$ cat src/rtl/uart_rx_fifo.sv
// UART receiver with framing/parity checks feeding a show-ahead receive FIFO.
// Optional parity bit is enabled by defining UART_RX_PARITY_EN.
module uart_rx_fifo #(
   parameter int CLKS_PER_BIT = 5208,
   parameter int DATA_BITS    = 8,
   parameter int STOP_BITS    = 1,
   parameter int FIFO_DEPTH   = 4,
   parameter int PARITY_ODD   = 0
) (
   input  logic                               clock,
   input  logic                               reset,
   input  logic                               rx,
   input  logic                               rd_en,
   output logic [DATA_BITS-1:0]               rd_data,
   output logic                               rd_valid,
   output logic [$clog2(FIFO_DEPTH+1)-1:0]    fifo_count,
   output logic                               frame_err,
   output logic                               parity_err,
   output logic                               overrun
);
   localparam int CW = $clog2(CLKS_PER_BIT);
   localparam int PW = $clog2(FIFO_DEPTH);
   localparam int NW = $clog2(FIFO_DEPTH+1);
   localparam logic [CW-1:0] HALF = CW'(CLKS_PER_BIT/2 - 1);
   localparam logic [CW-1:0] FULL = CW'(CLKS_PER_BIT - 1);

   typedef enum logic [2:0] {IDLE, START, DATA, PARITY, STOP, WAIT_HIGH} state_t;

   state_t                                 state;
   logic                                   rx_meta, rxs;
   logic [CW-1:0]                          cnt;
   logic [3:0]                             bit_cnt;
   logic [DATA_BITS-1:0]                   shreg;
   logic                                   stop_bad, par_bad;
   logic [FIFO_DEPTH-1:0][DATA_BITS-1:0]   mem;
   logic [PW-1:0]                          wr_ptr, rd_ptr;
   logic                                   tick, last_stop, frame_ok, full, pop, push;

   always_ff @(posedge clock or posedge reset)
      if (reset) {rx_meta, rxs} <= 2'b11;
      else       {rx_meta, rxs} <= {rx, rx_meta};

   assign tick      = (cnt == ((state == START) ? HALF : FULL));
   assign last_stop = (state == STOP) && tick && (bit_cnt == 4'(STOP_BITS-1));
   assign frame_ok  = last_stop && rxs && !stop_bad && !par_bad;
   assign full      = (fifo_count == NW'(FIFO_DEPTH));
   assign pop       = rd_en && rd_valid;
   // a pop in the same cycle frees the slot, so a full FIFO still accepts
   assign push      = frame_ok && (!full || pop);

   always_ff @(posedge clock or posedge reset) begin
      if (reset) begin
         state     <= IDLE;
         cnt       <= '0;
         bit_cnt   <= '0;
         shreg     <= '0;
         stop_bad  <= 1'b0;
         par_bad   <= 1'b0;
         frame_err <= 1'b0;
         overrun   <= 1'b0;
      end else begin
         frame_err <= 1'b0;
         overrun   <= 1'b0;
         cnt       <= cnt + 1'b1;
         case (state)
            IDLE: begin
               cnt      <= '0;
               bit_cnt  <= '0;
               stop_bad <= 1'b0;
               par_bad  <= 1'b0;
               if (!rxs) state <= START;
            end
            START: if (tick) begin
               cnt   <= '0;
               state <= rxs ? IDLE : DATA;
            end
            DATA: if (tick) begin
               cnt   <= '0;
               shreg <= {rxs, shreg[DATA_BITS-1:1]};
               if (bit_cnt == 4'(DATA_BITS-1)) begin
                  bit_cnt <= '0;
`ifdef UART_RX_PARITY_EN
                  state   <= PARITY;
`else
                  state   <= STOP;
`endif
               end else
                  bit_cnt <= bit_cnt + 1'b1;
            end
`ifdef UART_RX_PARITY_EN
            PARITY: if (tick) begin
               cnt     <= '0;
               par_bad <= (rxs != ((^shreg) ^ (PARITY_ODD != 0)));
               state   <= STOP;
            end
`endif
            STOP: if (tick) begin
               cnt <= '0;
               if (bit_cnt == 4'(STOP_BITS-1)) begin
                  if (stop_bad || !rxs) begin
                     frame_err <= 1'b1;
                     state     <= WAIT_HIGH;
                  end else begin
                     overrun <= !par_bad && full && !pop;
                     state   <= IDLE;
                  end
               end else begin
                  stop_bad <= stop_bad | !rxs;
                  bit_cnt  <= bit_cnt + 1'b1;
               end
            end
            WAIT_HIGH: if (rxs) state <= IDLE;
            default:   state <= IDLE;
         endcase
      end
   end

`ifdef UART_RX_PARITY_EN
   always_ff @(posedge clock or posedge reset)
      if (reset) parity_err <= 1'b0;
      else       parity_err <= last_stop && rxs && !stop_bad && par_bad;
`else
   logic unused_par;
   assign unused_par = (PARITY_ODD != 0);
   assign parity_err = 1'b0;
`endif

   always_ff @(posedge clock or posedge reset) begin
      if (reset) begin
         mem        <= '0;
         wr_ptr     <= '0;
         rd_ptr     <= '0;
         fifo_count <= '0;
      end else begin
         if (push) begin
            mem[wr_ptr] <= shreg;
            wr_ptr      <= wr_ptr + 1'b1;
         end
         if (pop) rd_ptr <= rd_ptr + 1'b1;
         case ({push, pop})
            2'b10:   fifo_count <= fifo_count + 1'b1;
            2'b01:   fifo_count <= fifo_count - 1'b1;
            default: fifo_count <= fifo_count;
         endcase
      end
   end

   assign rd_data  = mem[rd_ptr];
   assign rd_valid = (fifo_count != '0);
endmodule

$ cat config.mk
export PLATFORM = sky130hd
export DESIGN_NAME = uart_rx_fifo
export DESIGN_NICKNAME = d
export VERILOG_FILES = /design/src/rtl/uart_rx_fifo.sv
export SDC_FILE = /design/constraint.sdc
export NUM_CORES = 1
export LEC_CHECK = 0
export CAP_MARGIN = 20
export CORE_AREA = 2 2 100 102
export CTS_BUF_LIST = sky130_fd_sc_hd__clkbuf_8
export DETAILED_ROUTE_END_ITERATION = 7
export DIE_AREA = 0 0 102 104
export HOLD_SLACK_MARGIN = 0.05
export MAX_ROUTING_LAYER = met4
export RECOVER_POWER = 100
export SYNTH_ARGS = -nofsm -noshare
export SYNTH_HDL_FRONTEND = slang
export SYNTH_SLANG_ARGS = --single-unit
$ cat constraint.sdc
create_clock -name clock -period 5.06 [get_ports clock]
set_input_delay 0.759 -clock clock [delete_from_list [all_inputs] [get_ports clock]]
set_output_delay 0.759 -clock clock [all_outputs]
set_load 0.01 [all_outputs]
### Word-level counts from Yosys, hierarchy flattened

Index checks and enable logic that the tools add are counted.

* bits in registers: 72
* bits in latches: 0
* memory bits (writable): 0
* memory bits (read-only): 0
* output and inout port bits: 15
* logic and storage cells: 103
* memories kept: 0

* add/subtract/negate cells: 6
* $mul: 0
* divide/modulo/power cells: 0
* magnitude comparators: 3
* equal/unequal tests: 17
* shift operators: 0
* mux-type cells: 35
* bitwise operators: 1
* reduce and logical (&&, ||, !) cells: 25

Operator list (count)
* $bwmux 32: 1
* $mux 13: 2
* $pmux 13 s2: 1
* $mux 3: 8
* $bmux 8 s2: 1
* $demux 8 s2: 1
* $mux 4: 4
* $mux 8: 2
* $pmux 3 s5: 1
* $ne 2x2->1 const B: 7
* $add 13x1->13 const B: 1
* $eq 13x13->1: 1
* $pmux 4 s3: 1
* $mux 1: 10
* $eq 3x3->1 const B: 3
* $logic_and 1x1->1: 8
* $reduce_and 7->1: 1
* $lt 2x3->1 const B: 2
* $pmux 3 s2: 1
* $reduce_bool 3->1: 2
* $add 2x1->2 const B: 2
* $add 4x1->4 const B: 1
* $eq 4x3->1 const B: 1
* $logic_not 1->1: 4
* 19 further kinds: 21

### Depth between registers and ports, before layout

Gate-level depths: netlist of run 1.

* depth in word-level cells: 10
* gate-level depth with buffers: 13
* gate-level depth less buffers: 12

### Worst setup path after synthesis of run 1

Ideal clock, no wire load.

* path type: register to register
* start point: register cnt[0]
* end point: register fifo_count[2]
* library setup time: 79 ps
* arrival: 2458 ps
* required time: 4981 ps
* slack: 2523 ps
* stages on the path, launching flop included: 14
* period minus slack after synthesis: 2537 ps
* cells stage by stage: dfrtp_1 ha_1 nor3b_2 and4_1 buf_2 mux2i_2 nor3_4 inv_1 ha_1 inv_1 fa_1 xor2_1 nor2_1 xor2_1

* word-level cells in the longest chain between the ends: 8
* elaborated cells on any way between the ends: 10

RTL lines
* start: declaration: RTL line 31 `logic [CW-1:0] cnt;`
* start signal: assignment: RTL line 64 `cnt <= cnt + 1'b1;`
* $eq 13x13->1 *: RTL line 43 `assign tick = (cnt == ((state == START) ? HALF : FULL));`
* $logic_and 1x1->1 * (2 in series): RTL line 44 `assign last_stop = (state == STOP) && tick && (bit_cnt == 4'(STOP_BITS-1));`
* $logic_and 1x1->1 * (2 in series): RTL line 45 `assign frame_ok = last_stop && rxs && !stop_bad && !par_bad;`
* $logic_and 1x1->1 *: RTL line 49 `assign push = frame_ok && (!full || pop);`
* $eq 2x1->1 / $eq 2x2->1 (equally long branches): RTL line 140 `case ({push, pop})`
* $pmux 3 s2 / $reduce_bool 2->1 (equally long branches)
* end signal: assignment: RTL line 141 `2'b10: fifo_count <= fifo_count + 1'b1;`
* end signal: assignment: RTL line 142 `2'b01: fifo_count <= fifo_count - 1'b1;`
* end signal: assignment: RTL line 143 `default: fifo_count <= fifo_count;`
* end: declaration: RTL line 16 `output logic [$clog2(FIFO_DEPTH+1)-1:0] fifo_count,`

Mark *: on every way between the ends. The rest lies on a longest branch, timed or not.
A chain may end at the register's enable or synchronous reset.

### Worst setup path after layout of run 1

* start point: register rd_ptr[0]
* end point: output rd_data[7]

* word-level cells in the longest chain between the ends: 2

RTL lines
* start: declaration: RTL line 36 `logic [PW-1:0] wr_ptr, rd_ptr;`
* start signal: assignment: RTL line 139 `if (pop) rd_ptr <= rd_ptr + 1'b1;`
* $bmux 8 s2: RTL line 148 `assign rd_data = mem[rd_ptr];`
* $mux 8 (implied by the code): RTL line 148
* end: declaration: RTL line 14 `output logic [DATA_BITS-1:0] rd_data,`

Every way passes these cells. The select of a mux whose other input is x is not followed.

==> impl_metrics.tcl, run 1 <==
set metrics [dict create \
    status "complete, no violations" \
    cts_max_path_buffers 2 \
    cp_slowest_cell "dfrtp_1" \
    ys_seq_area_frac 0.4883 \
    yosys-top-cells-area "dfrtp_1 (47%), mux2_4 (13%), mux4_2 (4.9%)" \
    pwr-share-comb 0.104 \
    clock_latency_ns 0.36 \
    via_per_inst 4.957 \
    fin_crit_sh 0.6093 \
    clkPwrFrac 0.391 \
    cts_max_level 3 \
    dpl_cell_area_um2 3948 \
    cap_viol_max_count 0 \
    rr_startpoint "cnt[0]$_DFF_PP0_" \
    ir_drop_mv 0.1415 \
    layout-drive-gt1-share 0.1401 \
    worstPathArrival_ns 2.32 \
    antenna_found_initial 0 \
    grt_pass1_vias 2301 \
    diodes 0 \
    worstPathCellList "mux4_2 > dlygate4sd3_1" \
    ant_nets 0 \
    hold_ws_ns 0.3588 \
    rows 36 \
    syn_nets 299 \
    switching_share 0.2639 \
    cts_resized 0 \
    p_seq_frac 0.505 \
    hold_buffers 0 \
    p_sw_mw 0.3425 \
    finalNonFillerCells 440 \
    clock_sinks 72 \
    drt_iter0_drc 108 \
    hpwl_um 4672 \
    post-place-ws_ns 2.192 \
    ys_ff_latch 72 \
    finalWirelength_um 6731 \
    synth_top_area_cell "dfrtp_1" \
    wl_per_cell_um 15.30 \
    ioPinCount 19 \
    grt_pass1_wl_um 11670 \
    required_ns 4.30 \
    final_hold_viol_count 0 \
    vias 2181 \
    crit_path_max_incr_delay_ns 0.75 \
    cts_setup_buffers 0 \
    dieArea_um2 10610 \
    power.internal_mw 0.9553 \
    numCtsBuffers 9 \
    post-route-util 0.4223 \
    io_buffers 17 \
    design_area_um2 4033 \
    core-area_um2 9549 \
    drt_first_pass_iters 4 \
    critical-path-top-delay-family "flip-flops" \
    fin_crit_ns 3.083 \
    tns_ns 0 \
    path_max_fanout 10 \
    syn_avg_cell_area_um2 12.92 \
    die_w_um 102 \
    relSlewSlack 0.3079 \
    power.density_nw_per_um2 321.8 \
    gr-usage-all-layers 0.1451 \
    synthCells 286 \
    drc 0 \
    fin_nets 315 \
    p_leak_nw 1.952 \
    rsz0062_at_grt "no" \
    slew_viol_final 0 \
    crit_path_end_kind "output pin" \
    clkTransAtPathRegs_ns 0.08 \
    dieHeight_um 104 \
    dpl.cell_count 424 \
    synth_ff_type "dfrtp_1" \
    min_path_type "reg2reg" \
    syn_area_um2 3695 \
    yosysTopAreaCellShare 0.4741 \
    synth-async-reset-ratio 1.000 \
    ys_warn_count 0 \
    syn_to_final_growth_pct 9.143 \
    startpoint_type "register" \
    synth_edf_count 0 \
    startpoint "rd_ptr[0]$_DFFE_PP0P_" \
    overflow 0 \
    finalWorstSetupSlack_ns 1.977 \
    skew_ns 0.01461 \
    cts_tree "built" \
    critPathBufInv 1 \
    root_buffer "clkbuf_8" \
    floorplan.initialDensity 0.3869 \
    gp_congestion 0.8369 \
    tightest_slew_ns 1.037 \
    setup_viol 0 \
    grt_max_degree 45 \
    holdCritStartpoint "rx_meta$_DFF_PP1_" \
    synth.distinct_cells 51 \
    fmax_ghz 0.3243 \
    total_power_mw 1.298 \
    path_class "reg2out" \
]
==> power by group through the flow <==
stage | Clock [mW] | Sequential, mW | Combinational (mW)
after floorplan | 0 | 0.631 | 0.125
after global placement | 0 | 0.668 | 0.143
after detailed placement | 0 | 0.670 | 0.146
after CTS | 0.522 | 0.659 | 0.145
after global routing | 0.550 | 0.665 | 0.149
final | 0.507 | 0.656 | 0.134
==> layout make-up <==
type / count / area, µm²
inverters: 11 / 41.29
clock inverters: 7 / 96.34
repair buffers: 18 / 177.7
flip-flops and latches: 72 / 1804
well taps: 133 / 166.4
fillers: 930 / 5517
clock buffers: 9 / 123.9
multi-input cells: 190 / 1623
==> placed cells by master (no fill, tap or decap), types with 5 or more instances in the layout <==
| master | instances |
|---|---|
| xnor2_1 | 7 |
| and4_1 | 7 |
| xor2_1 | 10 |
| dfrtp_1 | 70 |
| mux2_4 | 5 |
| nor2_1 | 22 |
| o21ai_0 | 9 |
| inv_1 | 12 |
| dlygate4sd3_1 | 17 |
| clkbuf_8 | 9 |
| nand3_1 | 12 |
| mux2_2 | 8 |
| a21oi_1 | 7 |
| mux4_2 | 8 |
| nand2_1 | 11 |
| ha_1 | 8 |
| mux2_1 | 30 |
==> flip-flops by register name (all words and copies together), names as in the netlist <==
name,count
stop_bad,1
rd_ptr,2
shreg,8
cnt,13
fifo_count,3
frame_err,1
mem,32
bit_cnt,4
rxs,1
state,3
wr_ptr,2
overrun,1
rx_meta,1
==> cell usage after synthesis (all sizes together), types with 3 or more instances <==
cell type	number
dfrtp	70
mux2	43
nor2	23
buf	12
nand3	12
inv	11
nand2	11
xor2	10
o21ai	9
and4	8
ha	8
mux4	8
a21oi	7
xnor2	7
and3	4
nor2b	4
nor3	4
nor3b	4
or3	3
==> per-layer routing <==
layer,GRT usage,routed length [µm]
met1,0.1760,3024
met2,0.2340,3398
met3,0.03831,189
met4,0.04857,119
met5,-,0
==> path summary, 6_finish.rpt <==
| kind | cells past startpoint | slack [ns] | to |
|---|---|---|---|
| max | 2 | 1.98 | rd_data[7] |
| max reg2reg | 12 | 2.10 | fifo_count[2]$_DFFE_PP0P_ |
| min reg2reg | 0 | 0.36 | rxs$_DFF_PP1_ |
| min | 0 | 0.36 | rxs$_DFF_PP1_ |
| min in group asynchronous | 2 | 1.09 | mem[11]$_DFFE_PP0P_ |
| max in group asynchronous | 3 | 2.82 | rxs$_DFF_PP1_ |
==> cell families (layout without fill, tap and decap cells) <==
family,after synthesis,after routing,synth area share
AO/OA/AOI/OAI,22,22,0.03454
XOR/XNOR,17,17,0.04030
adder cells (fa/ha/maj),9,9,0.03251
buffers and inverters,24,45,0.03589
flip-flops,72,72,0.4883
multiplexers,53,53,0.2198
other,1,1,0.001015
AND/OR/NAND/NOR,88,88,0.1476
(Power assumes the default switching activity.)
==> run 2: changes to the inputs <==
==> constraint.sdc (replaced) <==
create_clock -name clock -period 2.75 [get_ports clock]
set_input_delay 0.4125 -clock clock [delete_from_list [all_inputs] [get_ports clock]]
set_output_delay 0.4125 -clock clock [all_outputs]
set_load 0.01 [all_outputs]
==> run 2 against run 1 <==
Sequential power is 77% higher. Register-to-register slack got worse by 1.9 ns. Combinational power is 120% higher. Global-route usage fell by 0.68 points. Total power rose by 83%. First-iteration DRC count down 6.5%. Clock-buffer cell count stayed put. Flip-flop and latch count unchanged. Via count increased by 2.0%. Clock skew fell by 0.0070 ns. Non-clock buffer count rose by 5. Worst setup slack lost 1.8 ns. Largest cell class unchanged.
==> impl_metrics.tcl, run 2 (synthesis gave the netlist of run 1 again) <==
set metrics [dict create \
    final_hold_viol_count 0 \
    tightest_slew_ns 1.074 \
    drt_first_pass_iters 4 \
    rr_startpoint "cnt[0]$_DFF_PP0_" \
    total_power_mw 2.376 \
    vias 2225 \
    syn_to_final_growth_pct 10.77 \
    via_per_inst 4.989 \
    post-route-util 0.4286 \
    floorplan.initialDensity 0.3869 \
    hpwl_um 4531 \
    power.density_nw_per_um2 580.5 \
    antenna_found_initial 1 \
    largest-register "mem" \
    io_buffers 17 \
    relSlewSlack 0.2842 \
    die_w_um 102 \
    ioPinCount 19 \
    fin_nets 320 \
    clock_sinks 72 \
    layout-drive-gt1-share 0.1603 \
    startpoint_type "register" \
    ir_drop_mv 0.2542 \
    required_ns 2.34 \
    final_common_cell "dfrtp_1" \
    rsz0062_at_grt "no" \
    p_leak_nw 1.970 \
    fin_crit_sh 0.9491 \
    min_path_cells 0 \
    ant_nets 0 \
    slew_viol_final 0 \
    p_seq_frac 0.490 \
    drc 0 \
    worstPathCellList "clkbuf_2 > mux4_2 > dlygate4sd3_1" \
    cts_max_level 3 \
    cts_max_path_buffers 2 \
    final_cell_mix "dfrtp_1 (70), mux2_1 (29), nor2_1 (22)" \
    crit_path_end_kind "output pin" \
    numCtsBuffers 9 \
    wl_per_cell_um 14.45 \
    holdCritStartpoint "rx_meta$_DFF_PP1_" \
    post-place-ws_ns 0.1482 \
    dpl.cell_count 429 \
    cts_setup_buffers 0 \
    finalWorstSetupSlack_ns 0.1401 \
    rows 36 \
    path_max_fanout 10 \
    worstPathArrival_ns 2.20 \
    finalNonFillerCells 446 \
    grt_pass1_wl_um 11160 \
    grt_pass1_vias 2322 \
    largest_register_ffs 32 \
    reg_top3 "mem (32), cnt (13), shreg (8)" \
    min_path_type "reg2reg" \
    switching_share 0.2580 \
    reg2reg_depth 12 \
    min_to "rxs$_DFF_PP1_" \
    p_sw_mw 0.6130 \
    gr-usage-all-layers 0.1384 \
    skew_ns 0.007557 \
    clkPwrFrac 0.385 \
    fmax_ghz 0.3832 \
    cp_slowest_cell "dlygate4sd3_1" \
    clock_latency_ns 0.35 \
    dpl_cell_area_um2 3998 \
    worstReg2RegEnd "fifo_count[2]$_DFFE_PP0P_" \
    hold_buffers 0 \
    grt_max_degree 45 \
    finalWirelength_um 6443 \
    power.internal_mw 1.763 \
    pwr-share-comb 0.125 \
    root_buffer "clkbuf_8" \
    cap_viol_max_count 0 \
    dieHeight_um 104 \
    reg2reg_slack_ns 0.24 \
    design_area_um2 4093 \
    setup_viol 0 \
    path_class "reg2out" \
    gp_congestion 0.8016 \
    fin_crit_ns 2.610 \
    dieArea_um2 10610 \
    clkTransAtPathRegs_ns 0.07 \
    crit_path_max_incr_delay_ns 0.62 \
    core-area_um2 9549 \
    tns_ns 0 \
    hold_ws_ns 0.3573 \
    overflow 0 \
    cts_tree "built" \
    status "complete, no violations" \
    drt_iter0_drc 101 \
]
-- run 2: how the worst max path moves through the flow --
| stage | end | start | cells past startpoint |
|---|---|---|---|
| final | rd_data[7] | rd_ptr[0]$_DFFE_PP0P_ | 3 |
| after global routing | fifo_count[2]$_DFFE_PP0P_ | cnt[0]$_DFF_PP0_ | 12 |
| after CTS | fifo_count[2]$_DFFE_PP0P_ | cnt[0]$_DFF_PP0_ | 12 |
| after detailed placement | fifo_count[2]$_DFFE_PP0P_ | cnt[0]$_DFF_PP0_ | 12 |
| after global placement | fifo_count[2]$_DFFE_PP0P_ | rd_en | 10 |
| after floorplan | fifo_count[2]$_DFFE_PP0P_ | cnt[0]$_DFF_PP0_ | 13 |
-- run 2: repair_timing --
action / 4_1_cts / 5_1_grt
resized for setup: 0 / 1
setup endpoints to repair: 0 / 1
endpoints found under the hold margin: 0 / 0
-- run 2: worst max-delay path, delay by kind of cell, from the launching register on --
family	cells	cell delay, ns
buffers and inverters	2	0.97
DFF	1	0.32
muxes	1	0.56
-- run 2: cell type report --
cell class                 count  area, µm²
sequential                    72       1804
timing repair buffer          23      202.7
antenna                        1      2.502
clock inverter                 7      96.34
multi-input combinational    190       1655
clock buffer                   9      123.9
fill                         933       5456
tap                          133      166.4
inverter                      11      41.29
-- run 2: power by group through the flow --
stage | Combinational [mW] | Clock, mW | Sequential, mW
floorplan | 0.230 | 0 | 1.16
global placement | 0.324 | 0 | 1.19
detailed placement | 0.332 | 0 | 1.19
CTS | 0.330 | 0.952 | 1.17
global route | 0.332 | 0.991 | 1.17
finish | 0.296 | 0.916 | 1.16
-- run 2: per-layer routing --
metal,track usage,vias to the layer above,wire (µm)
met2,0.2195,38,3208
met1,0.1667,1115,2940
met3,0.04099,11,191
met5,-,-,0
li1,-,1061,-
met4,0.04952,0,102
==> run 3: changes to the inputs <==
--- a/config.mk
+++ b/config.mk
@@ -13,6 +13,7 @@
 export HOLD_SLACK_MARGIN = 0.05
 export MAX_ROUTING_LAYER = met4
 export RECOVER_POWER = 100
+export SKIP_CTS_REPAIR_TIMING = 1
 export SYNTH_ARGS = -nofsm -noshare
 export SYNTH_HDL_FRONTEND = slang
 export SYNTH_SLANG_ARGS = --single-unit
==> results of run 3 <==
No change in the layout: final DEF, timing and power equal those of run 2.
==> edit 1: new RTL, flow settings as in run 2 <==
Compare `bit_cnt` against `4'(DATA_BITS-1)` with >= in place of ==.
--- a/src/rtl/uart_rx_fifo.sv
+++ b/src/rtl/uart_rx_fifo.sv
@@ -78,5 +78,5 @@
                cnt   <= '0;
                shreg <= {rxs, shreg[DATA_BITS-1:1]};
-               if (bit_cnt == 4'(DATA_BITS-1)) begin
+               if (bit_cnt >= 4'(DATA_BITS-1)) begin
                   bit_cnt <= '0;
 `ifdef UART_RX_PARITY_EN
Formal check against the unedited RTL: same outputs for any inputs over 10 cycles, from zero or initial values and one cycle with reset high; that may be too few to reach the edited logic, so the function may still have changed.
==> edit 1 against run 2 <==
Wire length increased by 7.2%; combinational power increased by 13%; worst setup slack improved by 0.051 ns; critical endpoint is now fifo_count[2]$_DFFE_PP0P_; sequential cell count unchanged; sequential power about the same; synthesized cell count decreased by 0.70%; clock skew increased by 0.0056 ns; largest power group unchanged; critical path depth increased by 8; cell area increased by 2.0%; largest cell class unchanged; die area unchanged; total power decreased by 1.8%; synthesized area decreased by 3.9%.
==> edit 1: results (changes against run 2) <==
| Metric | Value |
|---|---|
| Drt total wl | 6910 um (was 6440 um) |
| Worst setup endpoint | fifo_count[2]$_DFFE_PP0P_ (was rd_data[7]) |
| Max rail drop VDD | 0.232 mV (was 0.254 mV) |
| Mean area per synthesized cell | 12.5 um^2 (was 12.9 um^2) |
| First-pass GRT wire length | 11,800 um (was 11,200 um) |
| Share of layout cells above drive strength 1 | 26.1% (was 16.0%) |
| Number of antenna violations at the first check in global routing | 0 (was 1) |
| Sequential fraction of design power | 49.9% (was 49.0%) |
| Pin count of the biggest net entering global routing | 38 (was 45) |
| Worst Tran Pin Value | 1.44 ns (was 1.07 ns) |
| Area contributors post-synth | sky130_fd_sc_hd__dfrtp_1, sky130_fd_sc_hd__mux2_2, sky130_fd_sc_hd__mux4_2, sky130_fd_sc_hd__ha_1, sky130_fd_sc_hd__nor3_1 (was sky130_fd_sc_hd__dfrtp_1, sky130_fd_sc_hd__mux2_4, sky130_fd_sc_hd__mux4_2, sky130_fd_sc_hd__mux2_2, sky130_fd_sc_hd__ha_1) |
| Sequential area share after synthesis | 50.8% (was 48.8%) |
| Placed instance count | 444 (was 429) |
| Data arrival time of the worst path | 2.81 ns (was 2.20 ns) |
| # fillers | 908 (was 933) |
| HPWL Detailed | 4900 um (was 4530 um) |
| Share of power burned in the clock network | 35.9% (was 38.5%) |
| Distinct cell type count of the synthesized netlist | 53 (was 51) |
| M3 GR Usage | 5.04% (was 4.10%) |
| Nets in the synthesized netlist | 297 (was 299) |
| Count of non-filler cells in the finished layout | 462 (was 446) |
| Top post-synthesis cells by count | sky130_fd_sc_hd__dfrtp_1, sky130_fd_sc_hd__mux2_2, sky130_fd_sc_hd__nor3_1 (was sky130_fd_sc_hd__dfrtp_1, sky130_fd_sc_hd__mux2_4, sky130_fd_sc_hd__nor2_1) |
| Routed met1 length | 2850 um (was 2940 um) |
| Iter 0 DRT Violations | 66 (was 101) |
| Nets | 337 (was 320) |
| Critical path peak fanout | 5 (was 10) |
| Met3 layer wire length in the routed design | 211 um (was 191 um) |
| Worst path top cell family by delay | simple AND/OR/NAND/NOR gates (was buffers and inverters) |
| Largest incremental delay on the critical path | 0.42 ns (was 0.62 ns) |
| Clock skew after layout | 0.0132 ns (was 0.00756 ns) |
| Static leakage power | 1.95 nW (was 1.97 nW) |
| Outcome | completed (unchanged) |
| Aggregate global-route resource usage | 14.8% (was 13.8%) |
| Most frequently used flop master after synthesis | sky130_fd_sc_hd__dfrtp_1 (unchanged) |
| Startpoint of the worst-slack reg-to-reg timing path | bit_cnt[0]$_DFFE_PP0P_ (was cnt[0]$_DFF_PP0_) |
| Power consumption | 2.33 mW (was 2.38 mW) |
| Met1 track demand over resource in global routing | 16.3% (was 16.7%) |
| Met2 track demand over resource in global routing | 24.8% (was 21.9%) |
[edit 1: changes by cell type after synthesis, moves of 4 or more]
cell,run 2,this run
sky130_fd_sc_hd__nand2_2,0,4
sky130_fd_sc_hd__nor3_1,3,16
sky130_fd_sc_hd__buf_2,6,1
sky130_fd_sc_hd__and4_4,5,0
sky130_fd_sc_hd__clkbuf_1,0,5
sky130_fd_sc_hd__nor2_1,22,6
sky130_fd_sc_hd__nand3_1,12,6
sky130_fd_sc_hd__and3_1,4,9
sky130_fd_sc_hd__buf_6,4,0
sky130_fd_sc_hd__mux2_4,33,0
sky130_fd_sc_hd__mux2_2,9,43
[edit 1: area by class of cell]
type / count / area (um^2) / share of cell area (%)
clock buffers: 10 / 138 / 3.30
clock inverters: 6 / 61.3 / 1.47
inverters: 13 / 48.8 / 1.17
multi-input cells: 191 / 1650 / 39.5
flip-flops and latches: 72 / 1800 / 43.2
well taps: 133 / 166 / 3.99
repair buffers: 37 / 307 / 7.34
[edit 1: stage by stage]
| stage | area (um^2) | hold WS [ns] | worst slack, ns | util, % | setup TNS (ns) |
|---|---|---|---|---|---|
| floorplan | 3550 | 0.345 | 0.156 | - | 0 |
| global placement | 4000 | 0.350 | 0.00943 | 41.9 | 0 |
| detailed placement | 4000 | 0.355 | -0.102 | 41.9 | -0.102 |
| CTS | 4200 | 0.362 | 0.0946 | 44.0 | 0 |
| global route | 4170 | 0.358 | 0.0478 | 43.7 | 0 |
| finish | 4170 | 0.360 | 0.191 | 43.7 | 0 |
[edit 1: cell families after synthesis]
family	count (synthesis)	synth area share (%)
XOR/XNOR	17	4.19
other	1	0.106
flip-flops	72	50.8
AND/OR/NAND/NOR	84	14.4
multiplexers	53	19.3
AO/OA/AOI/OAI	26	5.18
buffers and inverters	21	2.36
adder cells (fa/ha/maj)	10	3.66
==> edit 2: new RTL, settings of run 2 <==
Made on the original files. Change the parameter `FIFO_DEPTH` from 4 to 2.
--- a/src/rtl/uart_rx_fifo.sv
+++ b/src/rtl/uart_rx_fifo.sv
@@ -5,5 +5,5 @@
    parameter int DATA_BITS    = 8,
    parameter int STOP_BITS    = 1,
-   parameter int FIFO_DEPTH   = 4,
+   parameter int FIFO_DEPTH   = 2,
    parameter int PARITY_ODD   = 0
 ) (
Ports: changed (resized fifo_count); port bits go from 19 to 18. No check against the original RTL was run, so the function may have changed too.
==> edit 2 against run 2 <==
Worst setup slack better by 0.11 ns; via count shrank 23%; wire length decreased by 31%; first-iteration DRC count fell by 37%; synthesized area shrank 29%; sequential cell count fell by 19; cell area is 28% lower; total power decreased by 47%; critical endpoint is now state[1]$_DFFE_PP0P_; largest cell class unchanged.
==> edit 2: results (changes against run 2) <==
| Metric | Value |
|---|---|
| Outcome | completed (unchanged) |
| Worst-case setup slack after placement | 0.339 ns (was 0.148 ns) |
| Count of non-filler cells in the finished layout | 377 (was 446) |
| Clock latency on the worst-skew pair | 0.30 ns (was 0.35 ns) |
| Placer congestion estimate | 0.837 (was 0.802) |
| HPWL Detailed | 3080 um (was 4530 um) |
| Nets | 251 (was 320) |
| Sequential area share after synthesis | 51.0% (was 48.8%) |
| Clock skew after layout | 0.00508 ns (was 0.00756 ns) |
| Data arrival time of the worst path | 2.70 ns (was 2.20 ns) |
| Cell count of the worst reg-to-reg path | 5 (was 12) |
| Count of antenna diodes in the layout | 0 (was 1) |
| Via count of the first global-routing pass | 1,705 (was 2,322) |
| Worst Tran Pin Value | 1.26 ns (was 1.07 ns) |
| Number of antenna violations at the first check in global routing | 0 (was 1) |
| Mean area per synthesized cell | 11.6 um^2 (was 12.9 um^2) |
| First-pass GRT wire length | 7960 um (was 11,200 um) |
| Aggregate global-route resource usage | 9.49% (was 13.8%) |
| Nets in the synthesized netlist | 233 (was 299) |
| Top post-synthesis cells by count | sky130_fd_sc_hd__dfrtp_1, sky130_fd_sc_hd__mux2_2, sky130_fd_sc_hd__nor2_1 (was sky130_fd_sc_hd__dfrtp_1, sky130_fd_sc_hd__mux2_4, sky130_fd_sc_hd__nor2_1) |
| Number of buffers inserted by port buffering | 16 (was 17) |
| Inserted Clock Buffers | 5 (was 9) |
| Static leakage power | 1.38 nW (was 1.97 nW) |
| Distinct cell type count of the synthesized netlist | 48 (was 51) |
| Clock-pin slew on the worst setup and hold paths | 0.10 ns (was 0.07 ns) |
| Max rail drop VDD | 0.247 mV (was 0.254 mV) |
| Average wire per cell in the routed design | 11.7 um (was 14.4 um) |
| Number of H-tree levels | 2 (was 3) |
edit 2: cell types whose count changed in the layout (fill, tap and decap cells not counted), sizes merged, moves of 6 or more:
cell / run 2 / this run
and4: 8 / 0
o21ai: 9 / 3
dfrtp: 70 / 51
mux4: 8 / 0
inv: 13 / 6
clkbuf: 13 / 7
mux2: 43 / 34
edit 2: kinds of logic (layout without fill, tap and decap cells):
family,count (synthesis),after routing,share of synthesized area (%)
other cells,1,1,0.144
simple gates,83,83,17.7
compound gates,18,18,4.85
xor+xnor,17,17,5.71
buf+inv,14,33,2.45
mux,35,35,16.2
fa+ha+maj,4,4,1.92
flops,53,53,51.0
edit 2: cell type report:
type | instances | area (um^2)
Clock buffer | 5 | 68.8
Clock inverter | 3 | 26.3
Fill cell | 1001 | 6600
Inverter | 6 | 22.5
Multi-Input combinational cell | 158 | 1160
Sequential cell | 53 | 1330
Tap cell | 133 | 166
Timing Repair Buffer | 19 | 176
edit 2: worst paths after layout:
kind / startpoint / end / slack [ns]
max in group asynchronous: reset / state[2]$_DFFE_PP0P_ / 1.03
worst max-delay path: cnt[5]$_DFF_PP0_ / state[1]$_DFFE_PP0P_ / 0.25
worst min-delay path: rx_meta$_DFF_PP1_ / rxs$_DFF_PP1_ / 0.36
min in group asynchronous: reset / mem[14]$_DFFE_PP0P_ / 0.96
worst max register to register: cnt[5]$_DFF_PP0_ / state[1]$_DFFE_PP0P_ / 0.25
worst min register to register: rx_meta$_DFF_PP1_ / rxs$_DFF_PP1_ / 0.36
edit 2: power by group:
| group | switching, mW | internal (mW) |
|---|---|---|
| logic | 0.0174 | 0.00530 |
| clock network | 0.271 | 0.186 |
| registers | 0.00155 | 0.782 |
edit 2: routing by layer:
metal | part of all wire, % | vias up | track usage, %
li1 | - | 816 | -
met1 | 48 | 855 | 12.3
met2 | 47 | 28 | 14.6
met3 | 3.7 | 4 | 2.49
met4 | 0.97 | 0 | 2.86
met5 | 0 | - | -
edit 2: worst max-delay path: stages, from the launching register on:
cell and delay, ns:
sky130_fd_sc_hd__dfrtp_1 0.46, sky130_fd_sc_hd__or4b_1 0.61, sky130_fd_sc_hd__or4_1 0.48, sky130_fd_sc_hd__a32oi_1 0.26
sky130_fd_sc_hd__and3_1 0.24, sky130_fd_sc_hd__mux2_2 0.34
